$ cat src/rtl/draw_pkg.sv
// draw_pkg: shared widths, scheduler state encoding and client index constants
package draw_pkg;
  localparam int FB_ADDR_W = 19;
  localparam int FB_DATA_W = 32;
  localparam int CL_BG     = 0;
  localparam int CL_SPRITE = 1;
  localparam int CL_SCORE  = 2;
  typedef logic [2:0] state_t;
  localparam state_t ST_IDLE  = 3'd0;
  localparam state_t ST_START = 3'd1;
  localparam state_t ST_WAIT  = 3'd2;
  localparam state_t ST_NEXT  = 3'd3;
  localparam state_t ST_DONE  = 3'd4;
endpackage

$ cat src/rtl/fb_port_mux.sv
// fb_port_mux: routes the active client's write interface to the frame-buffer port
module fb_port_mux
  import draw_pkg::*;
#(
  parameter int NUM_CLIENTS = 3,
  parameter int IDX_W = 2
) (
  input  logic                             live,
  input  logic [IDX_W-1:0]                 idx,
  input  logic [NUM_CLIENTS*FB_ADDR_W-1:0] cl_addr,
  input  logic [NUM_CLIENTS*FB_DATA_W-1:0] cl_data,
  input  logic [NUM_CLIENTS-1:0]           cl_we,
  input  logic                             fb_rdy,
  output logic [NUM_CLIENTS-1:0]           cl_rdy,
  output logic [FB_ADDR_W-1:0]             fb_addr,
  output logic [FB_DATA_W-1:0]             fb_data,
  output logic                             fb_we
);
  always_comb begin
    fb_addr = '0;
    fb_data = '0;
    fb_we   = 1'b0;
    cl_rdy  = '0;
    for (int i = 0; i < NUM_CLIENTS; i++)
      if (live && idx == IDX_W'(i)) begin
        fb_addr   = cl_addr[i*FB_ADDR_W +: FB_ADDR_W];
        fb_data   = cl_data[i*FB_DATA_W +: FB_DATA_W];
        fb_we     = cl_we[i];
        cl_rdy[i] = fb_rdy;
      end
  end
endmodule

$ cat src/rtl/frame_draw_sched.sv
// frame_draw_sched: per-frame priority sequencer of draw clients with watchdog and sticky errors
module frame_draw_sched
  import draw_pkg::*;
#(
  parameter int NUM_CLIENTS = 3,
  parameter int IDX_W = 2,
  parameter int WDOG_W = 21
) (
  input  logic                             clk,
  input  logic                             rst,
  input  logic                             frame_start,
  input  logic [NUM_CLIENTS-1:0]           client_en,
  input  logic                             clr_err,
  output logic [NUM_CLIENTS-1:0]           cl_start,
  input  logic [NUM_CLIENTS-1:0]           cl_done,
  input  logic [NUM_CLIENTS*FB_ADDR_W-1:0] cl_addr,
  input  logic [NUM_CLIENTS*FB_DATA_W-1:0] cl_data,
  input  logic [NUM_CLIENTS-1:0]           cl_we,
  output logic [NUM_CLIENTS-1:0]           cl_rdy,
  output logic [FB_ADDR_W-1:0]             fb_addr,
  output logic [FB_DATA_W-1:0]             fb_data,
  output logic                             fb_we,
  input  logic                             fb_rdy,
  output logic                             busy,
  output logic [IDX_W-1:0]                 active_id,
  output logic                             frame_done,
  output logic                             timeout_err,
  output logic                             overrun_err
);
  state_t state, state_nx;
  logic [NUM_CLIENTS-1:0] en_q;
  logic [IDX_W-1:0] idx, first_idx, next_idx;
  logic has_next, done_act, tmo;
  logic [WDOG_W-1:0] wdog;
  assign done_act = cl_done[idx];
  assign tmo = state == ST_WAIT && !done_act && &wdog;
  always_comb begin
    first_idx = '0;
    next_idx  = '0;
    has_next  = 1'b0;
    for (int i = NUM_CLIENTS - 1; i >= 0; i--) begin
      if (client_en[i]) first_idx = IDX_W'(i);
      if (en_q[i] && i > int'(idx)) begin
        next_idx = IDX_W'(i);
        has_next = 1'b1;
      end
    end
  end
  always_ff @(posedge clk) begin
    if (rst) state <= ST_IDLE;
    else state <= state_nx;
  end
  always_comb begin
    state_nx = state;
    case (state)
      ST_IDLE:  if (frame_start) state_nx = client_en == '0 ? ST_DONE : ST_START;
      ST_START: state_nx = ST_WAIT;
      ST_WAIT:  if (done_act || tmo) state_nx = ST_NEXT;
      ST_NEXT:  state_nx = has_next ? ST_START : ST_DONE;
      ST_DONE:  state_nx = ST_IDLE;
      default:  state_nx = ST_IDLE;
    endcase
  end
  always_ff @(posedge clk) begin
    if (rst) begin
      en_q        <= '0;
      idx         <= '0;
      wdog        <= '0;
      timeout_err <= 1'b0;
      overrun_err <= 1'b0;
    end else begin
      if (state == ST_IDLE && frame_start) begin
        en_q <= client_en;
        idx  <= first_idx;
      end
      if (state == ST_NEXT && has_next) idx <= next_idx;
      wdog        <= state == ST_START ? '0 : state == ST_WAIT ? wdog + 1'b1 : wdog;
      timeout_err <= tmo | (timeout_err & ~clr_err);
      overrun_err <= (busy & frame_start) | (overrun_err & ~clr_err);
    end
  end
  always_comb begin
    cl_start   = state == ST_START ? NUM_CLIENTS'(1) << idx : '0;
    busy       = state != ST_IDLE;
    frame_done = state == ST_DONE;
    active_id  = idx;
  end
  fb_port_mux #(.NUM_CLIENTS(NUM_CLIENTS), .IDX_W(IDX_W)) u_mux (
    .live   (state == ST_WAIT),
    .idx    (idx),
    .cl_addr(cl_addr),
    .cl_data(cl_data),
    .cl_we  (cl_we),
    .fb_rdy (fb_rdy),
    .cl_rdy (cl_rdy),
    .fb_addr(fb_addr),
    .fb_data(fb_data),
    .fb_we  (fb_we)
  );
endmodule

$ cat config.mk
export PLATFORM = sky130hd
export DESIGN_NAME = frame_draw_sched
export DESIGN_NICKNAME = d
export VERILOG_FILES = /design/src/rtl/draw_pkg.sv /design/src/rtl/fb_port_mux.sv /design/src/rtl/frame_draw_sched.sv
export SDC_FILE = /design/constraint.sdc
export NUM_CORES = 1
export LEC_CHECK = 0
export ABC_AREA = 1
export CELL_PAD_IN_SITES_DETAIL_PLACEMENT = 0
export CELL_PAD_IN_SITES_GLOBAL_PLACEMENT = 1
export CORE_MARGIN = 2
export CORE_UTILIZATION = 20
export DETAILED_ROUTE_END_ITERATION = 12
export GPL_ROUTABILITY_DRIVEN = 0
export GPL_TIMING_DRIVEN = 0
export PLACE_DENSITY_LB_ADDON = 0.1
export SYNTH_ARGS = -nofsm -noshare
export SYNTH_HDL_FRONTEND = slang
export SYNTH_SLANG_ARGS = --single-unit
$ cat constraint.sdc
create_clock -name clk -period 1.5 [get_ports clk]
set_clock_uncertainty 0.05 [all_clocks]
set_input_delay 0.225 -clock clk [delete_from_list [all_inputs] [get_ports clk]]
set_output_delay 0.225 -clock clk [all_outputs]
set_load 0.05 [all_outputs]
==> reports/results.ini <==
[status]
violations = setup timing
status = complete, but fails checks

[sta]
finalHoldViolations = 0
fin_crit_ps = 1920
fin_ws_ps = -419
max_freq_ghz = 0.521
setup_viol = 82
tns_ps = -26120
tightest_slew_ps = 491
timing.final.crit_share_pct = 128
slew_violations = 0
rsz0062_at_grt = yes
max_slew_margin_pct = 67.4
hold_slack_ps = 401

[clocking]
cts_tree = done
clockRootBuffer = clkbuf_16
clk_path_buf_depth = 2
cts_buffers = 5
clock_latency_ps = 280
cts.sinks = 30
htreeDepth = 2
ctsHoldBuffers = 0
clk_pin_slew_ps = 50

[detailed_routing]
via_per_inst = 4.74
highest_layer = met5
drc = 0
wl_per_cell_um = 17.2
ant_nets = 0
met2_length_mm = 8.71
vias = 4500
drt-total-wl_mm = 16.4
drt-pass1-iter-count = 5
wl_met3_mm = 1.23
dr.first_iter.drc_count = 182
met1Wirelength_mm = 6.02

[yosys]
synth_nets = 657
synth_area_per_cell_um2 = 5.67
synth_edf_count = 0
synthArstFlopShare_pct = 0
synth.distinct_cells = 31
synthCells = 489
synth_flop_cell = dfxtp_1
seq_area_frac_synth_pct = 21.7
synth_warnings = 0
synth_seq_cells = 30
syn_area_um2 = 2770

[worst_setup_path]
reg2regPathDepth = 11
arrival_ps = 1640
rr_startpoint = state[1]$_SDFFE_PP0P_
endpoint_kind = primary output
r2r_slack_ps = -280
start_kind = register
worst-setup-path-type = register to primary output
path_max_fanout = 10
endpoint = fb_addr[16]
crit_path_start = state[0]$_SDFFE_PP0P_
crit_required_ps = 1220
reg2reg_to = wdog[8]$_SDFFE_PP0P_

[floorplan]
core_um2 = 13700
die_w_um = 122
start_util_pct = 20.2
die_area_um2 = 14800
ios = 231
die_h_um = 122
rows = 43

[min_path]
hold_path.class = register to register

[power_and_ir_drop]
p_int_mw = 4.29
irDropWorstVdd_v = 0.000809
pwr-share-clk_pct = 16.7
p_leak_nw = 3.36
power_frac_seq_pct = 11.9
p_switching_mw = 3.55
p_per_area_nw_per_um2 = 972
swShare_pct = 45.3
p_comb_share_pct = 71.4

[final_layout]
multi_input_area_um2 = 3330
ff_latch_area_um2 = 618
nets = 935
fillers = 1215
area_growth_pct = 191
final_layout_size_suffix_gt1_share_pct = 46.2
final_cells = 949

[grt]
antenna_found_initial = 2
grt_max_degree = 11
grt_pass1_wl_mm = 23.2
grtUsageTotal_pct = 19.7
grt_pass1_vias = 4332
grt_overflow = 0

[place]
placed_cells = 899
place_hpwl_mm = 11.8
dp_slack_ps = -1070
portBuffers = 230

[job]
drv_cap = 0

-- worst max-delay path: stages, from the launching register on --
cell	delay [ps]
dfxtp_4	350
nor3_4	210
buf_6	150
buf_12	160
buf_12	150
nand3_2	90
nand3_4	100
buf_8	140
-- stage by stage --
| stage | total power [mW] | cell area [µm²] | util, % |
|---|---|---|---|
| 2_1_floorplan | 3.23 | 3460 | - |
| 3_3_place_gp | 4.59 | 5990 | 43.7 |
| 3_5_place_dp | 4.61 | 5990 | 43.7 |
| 4_1_cts | 6.93 | 7040 | 51.3 |
| 5_1_grt | 8.16 | 8050 | 58.7 |
| 6_report | 7.83 | 8060 | 58.7 |
-- Yosys cell counts (4+ instances only) --
cell type / instances / area, µm²
a21oi_1: 14 / 70.1
buf_1: 6 / 22.5
buf_2: 11 / 55.1
buf_6: 5 / 56.3
clkbuf_1: 5 / 18.8
dfxtp_1: 30 / 601
inv_1: 38 / 143
inv_2: 9 / 33.8
nand2_1: 109 / 409
nand3_1: 175 / 876
nor2_1: 37 / 139
nor2_4: 7 / 78.8
nor3_1: 10 / 50.1
o21ai_0: 8 / 40.0
o21ai_1: 4 / 20.0
-- layout make-up --
type	count	share of cell area [%]
antenna	1	0.0311
multi-input combinational	384	41.3
buffer	27	4.57
timing repair buffer	272	38.7
inverter	47	2.50
tap	180	2.80
clock inverter	1	0.373
clock buffer	7	2.03
sequential	30	7.67
-- per-layer routing --
metal	vias up	track usage (%)
met3	32	4.92
met4	4	5.17
met1	2109	23.2
met2	148	35.6
met5	-	0
li1	2207	-
-- power groups by stage --
stage	Clock, mW	Combinational (mW)	Sequential (mW)
2_1_floorplan	0	2.23	0.994
3_3_place_gp	0	3.64	0.945
3_5_place_dp	0	3.66	0.948
4_1_cts	1.33	4.66	0.942
5_1_grt	1.36	5.86	0.940
6_report	1.31	5.59	0.932
-- cells in the final DEF, fill, tap and decap left out, drive strengths merged --
master	count
a211oi	1
xnor2	1
o21bai	1
buf	120
clkinv	1
nand3	176
ha	1
clkdlybuf4s15	1
clkbuf	17
a21oi	14
diode	1
nand4	3
o22ai	1
and3	1
nor2	46
nand2	113
nor4	1
nor3	11
dfxtp	30
o21ai	12
xor2	1
clkdlybuf4s50	166
dlygate4sd2	2
bufinv	1
a31oi	1
inv	46
-- how the worst min path moves through the flow --
stage / startpoint / end / slack (ps) / cells past startpoint
after floorplan: rst / overrun_err$_SDFF_PP0_ / 240 / 1
after global placement: wdog[5]$_SDFFE_PP0P_ / wdog[5]$_SDFFE_PP0P_ / 380 / 2
after detailed placement: wdog[5]$_SDFFE_PP0P_ / wdog[5]$_SDFFE_PP0P_ / 390 / 2
after CTS: wdog[5]$_SDFFE_PP0P_ / wdog[5]$_SDFFE_PP0P_ / 400 / 2
after global routing: wdog[5]$_SDFFE_PP0P_ / wdog[5]$_SDFFE_PP0P_ / 420 / 2
final: wdog[5]$_SDFFE_PP0P_ / wdog[5]$_SDFFE_PP0P_ / 400 / 2
-- state kept, by name (all words and copies together), names as in the netlist --
signal and count:
state 3, en_q 2, timeout_err 1, active_id 2, overrun_err 1, wdog 21
-- logic make-up after synthesis --
kind of cell    after synthesis  share of synthesized area, %
simple gates                351                          59.4
buf+inv                      75                          12.1
compound gates               30                          5.69
flops                        30                          21.7
xor+xnor                      2                         0.632
fa+ha+maj                     1                         0.451
-- repair_timing --
item,CTS,global route
pin swaps,17,31
setup buffers,20,15
setup endpoints to repair,73,87
gates resized for setup,579,182
cloned,3,4
No activity file was read; power rests on OpenSTA's default activity.
